## config.mk

```make
export PLATFORM = sky130hd
export DESIGN_NAME = pmod_share_arbiter
export DESIGN_NICKNAME = d
export VERILOG_FILES = /design/src/rtl/pmod_pkg.sv /design/src/rtl/pmod_rr_pick.sv /design/src/rtl/pmod_share_arbiter.sv
export SDC_FILE = /design/constraint.sdc
export NUM_CORES = 1
export LEC_CHECK = 0
export BUFFER_PORTS_ARGS = -buffer_cell sky130_fd_sc_hd__buf_2
export CORE_ASPECT_RATIO = 0.5
export CORE_MARGIN = 2
export CORE_UTILIZATION = 43
export CTS_BUF_LIST = sky130_fd_sc_hd__clkbuf_8
export CTS_CLUSTER_SIZE = 12
export DETAILED_ROUTE_END_ITERATION = 7
export GPL_TIMING_DRIVEN = 0
export PLACE_DENSITY = 0.65
export SLEW_MARGIN = 20
export SYNTH_ARGS = -nofsm -noshare
export SYNTH_HDL_FRONTEND = slang
export SYNTH_SLANG_ARGS = --single-unit
```

## constraint.sdc

```tcl
create_clock -name clk -period 2.15 [get_ports clk]
set_input_delay 0.1075 -clock clk [delete_from_list [all_inputs] [get_ports clk]]
set_output_delay 0.1075 -clock clk [all_outputs]
set_load 0.005 [all_outputs]
```

## src/rtl/pmod_pkg.sv

```systemverilog
// rtl/pmod_pkg.sv - shared types and constants for the PMOD share arbiter
//
// Purpose: state encoding, PMOD geometry and the owner-announce LED pattern
//          used by pmod_share_arbiter and its helpers.
// Ports:   none (package).

package pmod_pkg;

   typedef enum logic [1:0] {
      IDLE = 2'd0,
      SHOW = 2'd1,
      OWN  = 2'd2
   } pmod_state_e;

   localparam int PMOD_LED_W = 5;
   localparam int PMOD_BTN_N = 3;

   // Owner announcement: MSB lit, owner index in the low four LEDs.
   localparam logic [PMOD_LED_W-1:0] PMOD_SHOW_PAT = 5'b10000;

   function automatic logic [PMOD_LED_W-1:0] show_pattern(input logic [3:0] idx);
      return PMOD_SHOW_PAT | {1'b0, idx};
   endfunction

endpackage

```

## src/rtl/pmod_rr_pick.sv

```systemverilog
// rtl/pmod_rr_pick.sv - combinational round-robin picker
//
// Purpose: finds the first requester at or after start (wrapping at N)
//          that is not masked by excl.
// Ports:   req   - request vector
//          start - first index searched
//          excl  - requesters to skip
//          idx   - chosen index (0 when none found)
//          found - a requester was chosen

module pmod_rr_pick #(
   parameter int N     = 4,
   parameter int IDX_W = $clog2(N)
) (
   input  logic [N-1:0]     req,
   input  logic [IDX_W-1:0] start,
   input  logic [N-1:0]     excl,
   output logic [IDX_W-1:0] idx,
   output logic             found
);

   always_comb begin
      int c;
      c     = 0;
      idx   = '0;
      found = 1'b0;
      for (int off = 0; off < N; off++) begin
         // start + off never exceeds 2N-2, so one subtraction wraps it.
         c = int'(start) + off;
         if (c >= N) c = c - N;
         if (!found && req[c] && !excl[c]) begin
            found = 1'b1;
            idx   = IDX_W'(c);
         end
      end
   end

endmodule

```

## src/rtl/pmod_share_arbiter.sv

```systemverilog
// rtl/pmod_share_arbiter.sv - round-robin sharing of one 3-button/5-LED PMOD
//
// Purpose: grants the PMOD to one client at a time; the owner gets button
//          release clicks and drives the LEDs. Each new owner index is shown
//          on the LEDs for SHOW_CYCLES before the owner takes over.
// Ports:   clk, rst     - clock, asynchronous active-high reset
//          req          - per-client ownership request (level)
//          client_leds  - 5 LED bits per client, client i at [5i+4:5i]
//          btns         - debounced button levels, 1 = pressed
//          grant        - one-hot owner, zero with no owner
//          grant_valid  - an owner exists
//          grant_idx    - owner index, holds last value with no owner
//          clicks       - one-cycle release pulses, client i at [3i+2:3i]
//          leds         - PMOD LED drive
// Option:  PMOD_ARB_PREEMPT_EN - a btn2 long press by the owner hands the
//          board to the next requester.

module pmod_share_arbiter
   import pmod_pkg::*;
#(
   parameter int NUM_CLIENTS       = 4,
   parameter int SHOW_CYCLES       = 12_000_000,
   parameter int LONG_PRESS_CYCLES = 24_000_000,
   localparam int IDX_W            = $clog2(NUM_CLIENTS)
) (
   input  logic                              clk,
   input  logic                              rst,
   input  logic [NUM_CLIENTS-1:0]            req,
   input  logic [PMOD_LED_W*NUM_CLIENTS-1:0] client_leds,
   input  logic [PMOD_BTN_N-1:0]             btns,
   output logic [NUM_CLIENTS-1:0]            grant,
   output logic                              grant_valid,
   output logic [IDX_W-1:0]                  grant_idx,
   output logic [PMOD_BTN_N*NUM_CLIENTS-1:0] clicks,
   output logic [PMOD_LED_W-1:0]             leds
);

   localparam int CNT_MAX = (SHOW_CYCLES > LONG_PRESS_CYCLES) ? SHOW_CYCLES
                                                               : LONG_PRESS_CYCLES;
   localparam int CNT_W = $clog2(CNT_MAX + 1);
   localparam logic [CNT_W-1:0] SHOW_LOAD = CNT_W'(SHOW_CYCLES);

   pmod_state_e                       state;
   logic [CNT_W-1:0]                  show_cnt;
   logic [IDX_W-1:0]                  last_owner;
   logic [PMOD_BTN_N-1:0]             btns_q;
   logic [PMOD_BTN_N-1:0]             btns_p;

   logic [IDX_W-1:0]                  start_idx;
   logic [IDX_W-1:0]                  pick_idx;
   logic                              pick_found;
   logic [NUM_CLIENTS-1:0]            pick_onehot;
   logic                              owner_req;
   logic                              other_req;
   logic                              do_pick;
   logic                              preempt;
   logic                              long_hit;
   logic                              suppress;
   logic                              show_last;
   logic [PMOD_BTN_N-1:0]             fall;
   logic [PMOD_BTN_N-1:0]             fall_ok;
   logic [PMOD_BTN_N*NUM_CLIENTS-1:0] clicks_n;
   logic [PMOD_LED_W-1:0]             owner_leds;

   assign start_idx   = (last_owner == IDX_W'(NUM_CLIENTS - 1)) ? '0 : last_owner + 1'b1;
   assign pick_onehot = NUM_CLIENTS'(1) << pick_idx;
   // grant is one-hot on the owner (zero in IDLE), so it doubles as the
   // exclude mask: a releasing owner has req low anyway, a preempted owner
   // must be skipped.
   assign owner_req   = |(req & grant);
   assign other_req   = |(req & ~grant);
   assign show_last   = (show_cnt <= CNT_W'(1));
   assign fall        = btns_p & ~btns_q;

   pmod_rr_pick #(
      .N     (NUM_CLIENTS),
      .IDX_W (IDX_W)
   ) u_pick (
      .req   (req),
      .start (start_idx),
      .excl  (grant),
      .idx   (pick_idx),
      .found (pick_found)
   );

`ifdef PMOD_ARB_PREEMPT_EN
   localparam logic [CNT_W-1:0] HOLD_LOAD = CNT_W'(LONG_PRESS_CYCLES - 1);

   logic [CNT_W-1:0] hold_cnt;

   // hold_cnt counts down the owner's btn2 hold; zero means the current
   // cycle completes LONG_PRESS_CYCLES of continuous hold. A press that
   // already caused a preemption is ignored until it is released.
   assign long_hit = btns_q[2] && !suppress && (hold_cnt == '0);

   always_ff @(posedge clk or posedge rst) begin
      if (rst) begin
         hold_cnt <= HOLD_LOAD;
         suppress <= 1'b0;
      end else begin
         if (state == OWN && btns_q[2] && !suppress) begin
            if (hold_cnt != '0) hold_cnt <= hold_cnt - 1'b1;
         end else begin
            hold_cnt <= HOLD_LOAD;
         end
         if (preempt)      suppress <= 1'b1;
         else if (fall[2]) suppress <= 1'b0;
      end
   end
`else
   assign long_hit = 1'b0;
   assign suppress = 1'b0;
`endif

   always_comb begin
      do_pick = 1'b0;
      preempt = 1'b0;
      case (state)
         IDLE: do_pick = |req;
         SHOW: do_pick = !owner_req;
         OWN: begin
            if (!owner_req) begin
               do_pick = 1'b1;
            end else if (long_hit && other_req) begin
               do_pick = 1'b1;
               preempt = 1'b1;
            end
         end
         default: do_pick = 1'b0;
      endcase
   end

   // The release that ends a preempting long press is not a click.
   always_comb begin
      fall_ok = fall;
      if (suppress) fall_ok[2] = 1'b0;
   end

   always_comb begin
      clicks_n = '0;
      for (int i = 0; i < NUM_CLIENTS; i++) begin
         if (state == OWN && grant[i]) clicks_n[PMOD_BTN_N*i +: PMOD_BTN_N] = fall_ok;
      end
   end

   always_comb begin
      owner_leds = '0;
      for (int i = 0; i < NUM_CLIENTS; i++) begin
         if (grant[i]) owner_leds = client_leds[PMOD_LED_W*i +: PMOD_LED_W];
      end
   end

   always_ff @(posedge clk or posedge rst) begin
      if (rst) begin
         state       <= IDLE;
         show_cnt    <= '0;
         last_owner  <= IDX_W'(NUM_CLIENTS - 1);
         btns_q      <= '0;
         btns_p      <= '0;
         grant       <= '0;
         grant_valid <= 1'b0;
         grant_idx   <= '0;
         clicks      <= '0;
         leds        <= '0;
      end else begin
         btns_q <= btns;
         btns_p <= btns_q;
         clicks <= clicks_n;
         if (do_pick && pick_found) begin
            state       <= SHOW;
            show_cnt    <= SHOW_LOAD;
            grant       <= pick_onehot;
            grant_valid <= 1'b1;
            grant_idx   <= pick_idx;
            last_owner  <= pick_idx;
            leds        <= show_pattern(4'(pick_idx));
         end else if (do_pick) begin
            state       <= IDLE;
            show_cnt    <= '0;
            grant       <= '0;
            grant_valid <= 1'b0;
            leds        <= '0;
         end else begin
            case (state)
               SHOW: begin
                  if (show_cnt != '0) show_cnt <= show_cnt - 1'b1;
                  if (show_last) begin
                     state <= OWN;
                     leds  <= owner_leds;
                  end
               end
               OWN:     leds <= owner_leds;
               default: leds <= '0;
            endcase
         end
      end
   end

endmodule
```

# Yosys cells after proc, flatten, opt, wreduce, memory -nomap -nowiden
# Cells that the tools add are included.
[totals] word_cells=129 out_inout_bits=24 ff_bits=59 inputBits=29
[classes] addsub=9 shifts=1 order_cmp=9 bitwise_logic=3 eq_ne=4 n_reduce_logical=30 muxes=63
[op_table] op="$lt A32 B4 Y1 const B" count=4
[op_table] op="$mux W32" count=4
[op_table] op="$mux W25" count=4
[op_table] op="$ge A32 B4 Y1 const B" count=3
[op_table] op="$sub A32 B4 Y32 const B" count=3
[op_table] op="$mux W5" count=7
[op_table] op="$le A25 B1 Y1 const B" count=1
[op_table] op="$reduce_bool A25 Y1" count=1
[op_table] op="$sub A25 B1 Y25 const B" count=1
[op_table] op="$mux W1" count=23
[op_table] op="$mux W2" count=9
[op_table] op="$bmux W1 S2" count=8
[op_table] op="$logic_and A1 B1 Y1" count=12
[op_table] op="$mux W3" count=4
[op_table] op="$pmux W5 S2" count=1
[op_table] op="$reduce_bool A3 Y1" count=3
[op_table] op="$logic_not A1 Y1" count=8
[op_table] op="$mux W4" count=2
[op_table] op="$reduce_or A4 Y1" count=2
[op_table] op="$add A2 B2 Y3 const B" count=2
[op_table] op="$and A4 B4 Y4" count=1
[op_table] op="$eq A2 B2 Y1 const B" count=2
[op_table] op="$ne A4 B4 Y1 const B" count=1
[op_table] op="$reduce_and A2 Y1" count=2
[op_table] op="other kinds (11)" count=11

# Depth between registers and ports, before layout
# Gate-level depths: netlist (run 1).
[logic_depth] word_depth=25 depth_mapped=8 mapped_depth_nobuf=7

# Hierarchy
# A second synthesis (run 1) with hierarchy kept.
[unflattened] hier_cells=303 area_unflattened_um2=3054.2
[by_module_without_submodules] module="pmod_share_arbiter" seq_area_each_um2=1478.9 n_inst=1 area_each_um2=2946.6 cells_each=286
[by_module_without_submodules] module="pmod_rr_pick" seq_area_each_um2=0.0 n_inst=1 area_each_um2=107.6 cells_each=17

# Least setup slack after synthesis (run 1)
# OpenSTA, ideal clock, no wires.
[synth_path] path_type="reg-to-reg" startpoint="register show_cnt[0]" endpoint="register show_cnt[16]" t_arrival_ns=2.141 required_ns=2.010 period_less_slack_ns=2.282 setup_time_ns=0.140 setup_slack_ns=-0.132 path_stages_with_launch=9 path_cell_list="dfrtp_1 -> inv_1 -> ha_1 -> or3b_1 -> clkbuf_1 -> or3_1 -> a2111oi_2 -> xnor2_1 -> a21oi_1"
[synth_via] elab_chain_len=5
[synth_rtl] item="from (decl)" line_no="pmod_share_arbiter.sv:44" rtl="logic [CNT_W-1:0] show_cnt;"
[synth_rtl] item="from (signal assigned)" line_no="pmod_share_arbiter.sv:186" rtl="if (show_cnt != '0) show_cnt <= show_cnt - 1'b1;"
[synth_rtl] item="$sub A25 B1 Y25" line_no="pmod_share_arbiter.sv:186"
[synth_rtl] item="$mux W25" line_no="pmod_share_arbiter.sv:186"
[synth_rtl] item="$mux W25" line_no="pmod_share_arbiter.sv:184" rtl="case (state)"
[synth_rtl] item="$mux W25" line_no="pmod_share_arbiter.sv:177" rtl="end else if (do_pick) begin"
[synth_rtl] item="$mux W25" line_no="pmod_share_arbiter.sv:169" rtl="if (do_pick && pick_found) begin"
# Parallel ways exist; a longest one is shown, timed or not. The select of a mux whose other input is x is not followed.
# A chain may end at the register's enable or synchronous reset.

# Final worst setup path (run 1)
[layout_path] startpoint="register show_cnt[13]" endpoint="register leds[0]"
[layout_via] elab_chain_len=2
[layout_rtl] item="$le A25 B1 Y1" line_no="pmod_share_arbiter.sv:72" rtl="assign show_last = (show_cnt <= CNT_W'(1));"
[layout_rtl] item="$ne A4 B4 Y1 (no source line)"
[layout_rtl] item="to (signal assigned)" line_no="pmod_share_arbiter.sv:176" rtl="leds <= show_pattern(4'(pick_idx));"
[layout_rtl] item="to (signal assigned)" line_no="pmod_share_arbiter.sv:189" rtl="leds <= owner_leds;"
[layout_rtl] item="to (signal assigned)" line_no="pmod_share_arbiter.sv:192" rtl="OWN: leds <= owner_leds;"
[layout_rtl] item="to (decl)" line_no="pmod_share_arbiter.sv:35" rtl="output logic [PMOD_LED_W-1:0] leds"
# No other way between the ends.

==> results of run 1 <==
-- state kept, by name (all words and copies together), names as in the netlist, 3 cells and up --
| name | cells |
|---|---|
| show_cnt | 25 |
| leds | 5 |
| btns_p | 3 |
| clicks | 12 |
| grant | 4 |
| btns_q | 3 |
-- critical path, cell delays in order (launching register included) --
cell	delay [ns]
dfrtp_1	0.40
or4_4	0.58
nor4_4	0.29
buf_4	0.18
nand3_4	0.08
o211ai_4	0.21
buf_12	0.16
mux2_4	0.30
-- metrics by stage --
step	cell area [sq um]	worst slack, ns	setup TNS (ns)
after detailed placement	3540	-0.318	-6.41
after global routing	4340	-0.279	-3.58
final	4340	-0.152	-1.72
after floorplan	3160	-0.0208	-0.0384
after global placement	3530	-0.271	-10.19
after CTS	4060	-0.0981	-0.508
-- cell usage after synthesis, drive strengths merged, types with 3 or more instances --
master   n
a31oi    3
nor2b    4
inv     11
buf      3
a21oi   18
nand2b   8
ha       7
a22oi    3
o41ai    3
nand3    9
o31ai    6
clkbuf   9
or4      7
nor3     8
mux2     5
nor4     8
or2      4
o22ai    3
a21o     4
dfrtp   57
xnor2   11
or3      8
a221o    5
a221oi   3
nand2   13
nor2    34
o21ai    9
-- cell type report --
| class | count | share of cell area (%) |
|---|---|---|
| clock inverter | 6 | 1.50 |
| sequential | 59 | 34.2 |
| inverter | 11 | 1.01 |
| multi-input combinational | 218 | 42.0 |
| tap | 92 | 2.65 |
| clock buffer | 10 | 3.17 |
| buffer | 8 | 1.44 |
| timing repair buffer | 89 | 14.0 |
-- power by group through the flow --
stage	Clock (mW)	Sequential, mW	Combinational [mW]
finish	1.04	1.70	2.68
global route	1.11	1.74	2.91
CTS	1.05	1.63	2.40
detailed placement	0	1.64	2.05
global placement	0	1.63	1.99
floorplan	0	1.59	1.50
-- worst paths after layout --
| kind | slack [ns] | endpoint | startpoint | cells past startpoint |
|---|---|---|---|---|
| hold reg to reg | 0.38 | btns_p[1] | btns_q[1] | 0 |
| hold / removal | 0.15 | leds[3] | client_leds[18] | 4 |
| setup reg to reg | -0.15 | leds[0] | show_cnt[13] | 7 |
| max in group asynchronous | 1.20 | show_cnt[5] | rst | 3 |
| setup / recovery | -0.15 | leds[0] | show_cnt[13] | 7 |
| min in group asynchronous | 0.44 | show_cnt[13] | rst | 3 |
-- cell families (layout without fill, tap and decap cells) --
kind of cell / Yosys count / in the layout / share of synthesized area [%]
flip-flops: 59 / 59 / 48.2
buffers and inverters: 23 / 124 / 3.14
multiplexers: 7 / 7 / 2.49
AO/OA/AOI/OAI: 76 / 76 / 18.2
XOR/XNOR: 11 / 11 / 3.14
AND/OR/NAND/NOR: 117 / 117 / 22.0
adder cells (fa/ha/maj): 7 / 7 / 2.85
-- metal layers --
| layer | share of wire, % | track usage (%) | routed length (um) | vias up |
|---|---|---|---|---|
| met5 | 0 | 0 | 0 | - |
| met4 | 3.2 | 10.1 | 285 | 0 |
| met3 | 6.9 | 6.43 | 616 | 33 |
| met2 | 47 | 35.5 | 4170 | 150 |
| met1 | 43 | 29.8 | 3810 | 1423 |
| li1 | - | - | - | 1317 |
-- what timing repair did --
action | CTS | global route
setup buffers | 18 | 14
endpoints found under the setup margin | 37 | 36
pin swaps | 15 | 23
endpoints found under the hold margin | 60 | 0
cloned | 1 | 0
hold buffers | 4 | 0
resized for setup | 33 | 32
==> out/qor.yml, run 1 <==
global_route:
  grt_pass1_vias: 2839
  overflow: 0
  grt_max_degree: 60
  antenna_found_initial: 0
  grt_first_pass_wirelength_um: 13800
  grt_usage_pct: 22.8
cts:
  root_buffer: "clkbuf_8"
  clk_latency_ns: 0.36
  cts-htree-levels: 3
  clockBufferDepth: 2
  path_clk_slew_ns: 0.07
  tritoncts: "built"
  clkSinkCount: 59
  cts_buffers: 9
power_and_ir_drop:
  switching_power_mw: 2.26
  clkPwrFrac_pct: 19.1
  finalPower_mw: 5.42
  p_seq_share_pct: 31.4
  p_leak_nw: 1.91
  intPower_mw: 3.16
  power_density_nw_per_um2: 1250
  combPwrFrac_pct: 49.5
  swShare_pct: 41.7
  ir_drop_mv: 0.715
finish:
  multi_input_area_sq_um: 1820
  nNetsFinal: 432
  n_antenna_cell: 0
  drive_gt1_share_pct: 41.9
  mostFrequentLayoutCell: "dfrtp_1"
  finalCoreUtilization_pct: 63.7
  register_area_sq_um: 1480
  fill_cells: 507
  final_cell_mix: "dfrtp_1, buf_2, nor2_1"
  fin_cells: 493
  syn2layout_area_growth_pct: 41.2
timing:
  whs_ns: 0.149
  timing_hold_violations_final: 0
  maxSlewHeadroom_pct: 51.7
  rsz0062_at_grt: "true"
  fin_crit_sh_pct: 107
  slew_violations: 0
  worst_slew_pin_slew_ns: 0.725
  skew_ns: 0.00616
  setup-violations-final: 19
  fmax_mhz: 434
  worst_slack_ns: -0.152
  timing.final.crit_period_ns: 2.30
route:
  routed_via_density: 5.93
  ant_nets: 0
  drt_iter0_drc: 214
  route.detailed.drc: 16
  drt_pre_antenna_iters: 8
  routedWlPerCell_um: 18.0
  via_count: 2923
  wl_um: 8880
worst_setup_path:
  endpoint_kind: "register"
  crit_required_ns: 2.40
  cp_data_arrival_time_ns: 2.55
  cp-start-kind: "register"
  crit_type: "reg2reg"
  cp_max_fo: 5
synthesis:
  ys_seq_area_share_pct: 48.2
  yosys_register_bits: 59
  yosys_most_used_dff: "dfrtp_1"
  yosys-top-cells-area: "dfrtp_1, nor2_1, xnor2_1, a21oi_1, ha_1"
  synth_nets: 336
  synth.distinct_cells: 60
  netlist_instances: 300
  synth_area_sq_um: 3070
  synth_edf_count: 0
  synth_largest_area_cell: "dfrtp_1"
  synth_top_area_share_pct: 46.5
  syn_avg_cell_area_sq_um: 10.2
  yosysWarnings: 0
  async_flop_share_pct: 100
worst_hold_path:
  min_path_type: "in2reg"
floorplanning:
  dieArea_sq_um: 7870
  start_util_pct: 45.1
  ios: 53
  rows: 21
  die_w_um: 124
  core_area_sq_um: 6810
  chipHeight_um: 63.8
placed_design:
  gp_congestion: 0.851
  place_inst: 444
  port_buffers: 52
  hpwl_um: 5340
outcome:
  status: "finished, violations left"
  violations: "design-rule violations, negative setup slack"
job:
  maxCapViolCount: 0
Power figures use the tool's default switching activity.
==> inputs of run 2 (changes only) <==
- CORE_UTILIZATION: 43 -> 50
- CTS_BUF_LIST: sky130_fd_sc_hd__clkbuf_8 -> unset
- PLACE_DENSITY: 0.65 -> 0.74
==> out/qor.yml, run 2 (same netlist as run 1, synthesis figures left out) <==
global_route:
  use_met1_pct: 32.7
  grt_busiest_layer: "met2"
  grtUsageMet2_pct: 42.3
  grt_usage_pct: 25.3
  grt_max_degree: 60
  grt_first_pass_wirelength_um: 13200
  antenna_found_initial: 0
  grtUsageMet3_pct: 5.83
  overflow: 0
  grt_pass1_vias: 2814
worst_hold_path:
  worstHoldPathCells: 4
  min_path_type: "in2reg"
placed_design:
  gp_congestion: 0.879
  placed_area_sq_um: 3520
  hpwl_um: 5130
  port_buffers: 52
  place_inst: 429
  pre_cts_slack_ns: -0.304
timing:
  fin_crit_sh_pct: 108
  worst_slack_ns: -0.168
  maxSlewHeadroom_pct: 52.5
  setup-violations-final: 23
  slew_violations: 0
  fin_tns_setup_ns: -1.78
  rsz0062_at_grt: "true"
  timing_hold_violations_final: 0
  skew_ns: 0.00765
  timing.final.crit_period_ns: 2.32
  worst_slew_pin_slew_ns: 0.712
  fmax_mhz: 431
finish:
  drive_gt1_share_pct: 43.6
  nNetsFinal: 432
  syn2layout_area_growth_pct: 44.5
  n_antenna_cell: 0
  reg_top3: "show_cnt (25), clicks (12), leds (5)"
  fin_cells: 478
  top_register: "show_cnt"
  largest_reg_flops: 25
  fill_cells: 366
  fin_area_sq_um: 4440
  mostFrequentLayoutCell: "dfrtp_1"
  final_cell_mix: "dfrtp_1, buf_2, nor2_1"
route:
  route.detailed.drc: 0
  drt_iter0_drc: 217
  routedWlPerCell_um: 19.0
  routed_via_density: 6.11
  ant_nets: 0
  via_count: 2920
  wl_um: 9090
  drt_pre_antenna_iters: 5
worst_setup_path:
  reg2reg_depth: 7
  cp-start-kind: "register"
  cp_max_fo: 5
  cp_data_arrival_time_ns: 2.54
  crit_type: "reg2reg"
  crit_required_ns: 2.37
  endpoint_kind: "register"
  reg2reg_slack_ns: -0.17
cts:
  root_buffer: "clkbuf_16"
  cts-htree-levels: 3
  clkSinkCount: 59
  cts_buffers: 9
  path_clk_slew_ns: 0.06
  clk_latency_ns: 0.33
  tritoncts: "built"
  clockBufferDepth: 2
power_and_ir_drop:
  combPwrFrac_pct: 48.1
  power_density_nw_per_um2: 1320
  clkPwrFrac_pct: 23.3
  switching_power_mw: 2.42
  swShare_pct: 41.2
  ir_drop_mv: 0.800
  p_seq_share_pct: 28.6
  p_leak_nw: 1.94
  intPower_mw: 3.45
  finalPower_mw: 5.87
outcome:
  status: "finished, violations left"
  violations: "negative setup slack"
floorplanning:
  core_area_sq_um: 6010
  die_w_um: 115
  chipHeight_um: 59.4
  start_util_pct: 51.1
  rows: 20
  dieArea_sq_um: 6820
  ios: 53
job:
  maxCapViolCount: 0
-- run 2: changes by cell type in the layout (fill, tap and decap cells not counted), sizes merged --
cell,before,now
buf,87,85
clkinvlp,3,1
bufinv,1,0
inv,13,15
clkinv,0,2
clkbuf,16,17
-- run 2: power groups by stage --
stage	clock (mW)	sequential (mW)	combinational, mW
global route	1.42	1.71	3.02
finish	1.37	1.68	2.83
global placement	0	1.62	1.97
floorplan	0	1.59	1.50
CTS	1.36	1.62	2.47
detailed placement	0	1.64	2.03
-- run 2: stage by stage --
stage	utilization, %	hold slack, ns
after global routing	73.9	0.217
after CTS	69.0	0.189
after floorplan	-	0.139
final	73.9	0.183
after global placement	58.5	0.216
after detailed placement	58.6	0.217
-- run 2: critical path, stage by stage, from the launching register on --
cell	delay, ns
dfrtp_1	0.38
or4_4	0.59
nor4_4	0.23
buf_4	0.20
nand3_2	0.13
o211ai_4	0.21
buf_12	0.15
mux2_1	0.31
-- run 2: cell type report --
cell class | count | area, sq um | area share, %
multi-input cells | 218 | 1850 | 41.8
flip-flops and latches | 59 | 1480 | 33.5
repair buffers | 88 | 621 | 14.0
clock buffers | 9 | 225 | 5.08
well taps | 77 | 96.3 | 2.17
clock inverters | 7 | 58.8 | 1.33
plain buffers | 9 | 53.8 | 1.21
inverters | 11 | 43.8 | 0.987
-- run 2: final timing paths --
| kind | startpoint | endpoint |
|---|---|---|
| worst max register to register | show_cnt[14] | leds[4] |
| worst min-delay path | client_leds[18] | leds[3] |
| worst min register to register | btns_q[0] | btns_p[0] |
| worst max-delay path | show_cnt[14] | leds[4] |
| min in group asynchronous | rst | show_cnt[11] |
| max in group asynchronous | rst | show_cnt[4] |
-- run 2: per-layer routing --
layer / wire, um / part of all wire [%] / vias up
met3: 640 / 7.0 / 33
met4: 221 / 2.4 / 0
li1: - / - / 1320
met2: 4400 / 48 / 145
met1: 3830 / 42 / 1422
met5: 0 / 0 / -
-- run 2: timing repair --
action | 4_1_cts | 5_1_grt
gates resized for setup | 27 | 48
setup buffers | 22 | 11
hold endpoints to repair | 60 | 0
pin swaps | 10 | 25
cloned | 0 | 0
setup endpoints to repair | 35 | 38
hold buffers | 4 | 0
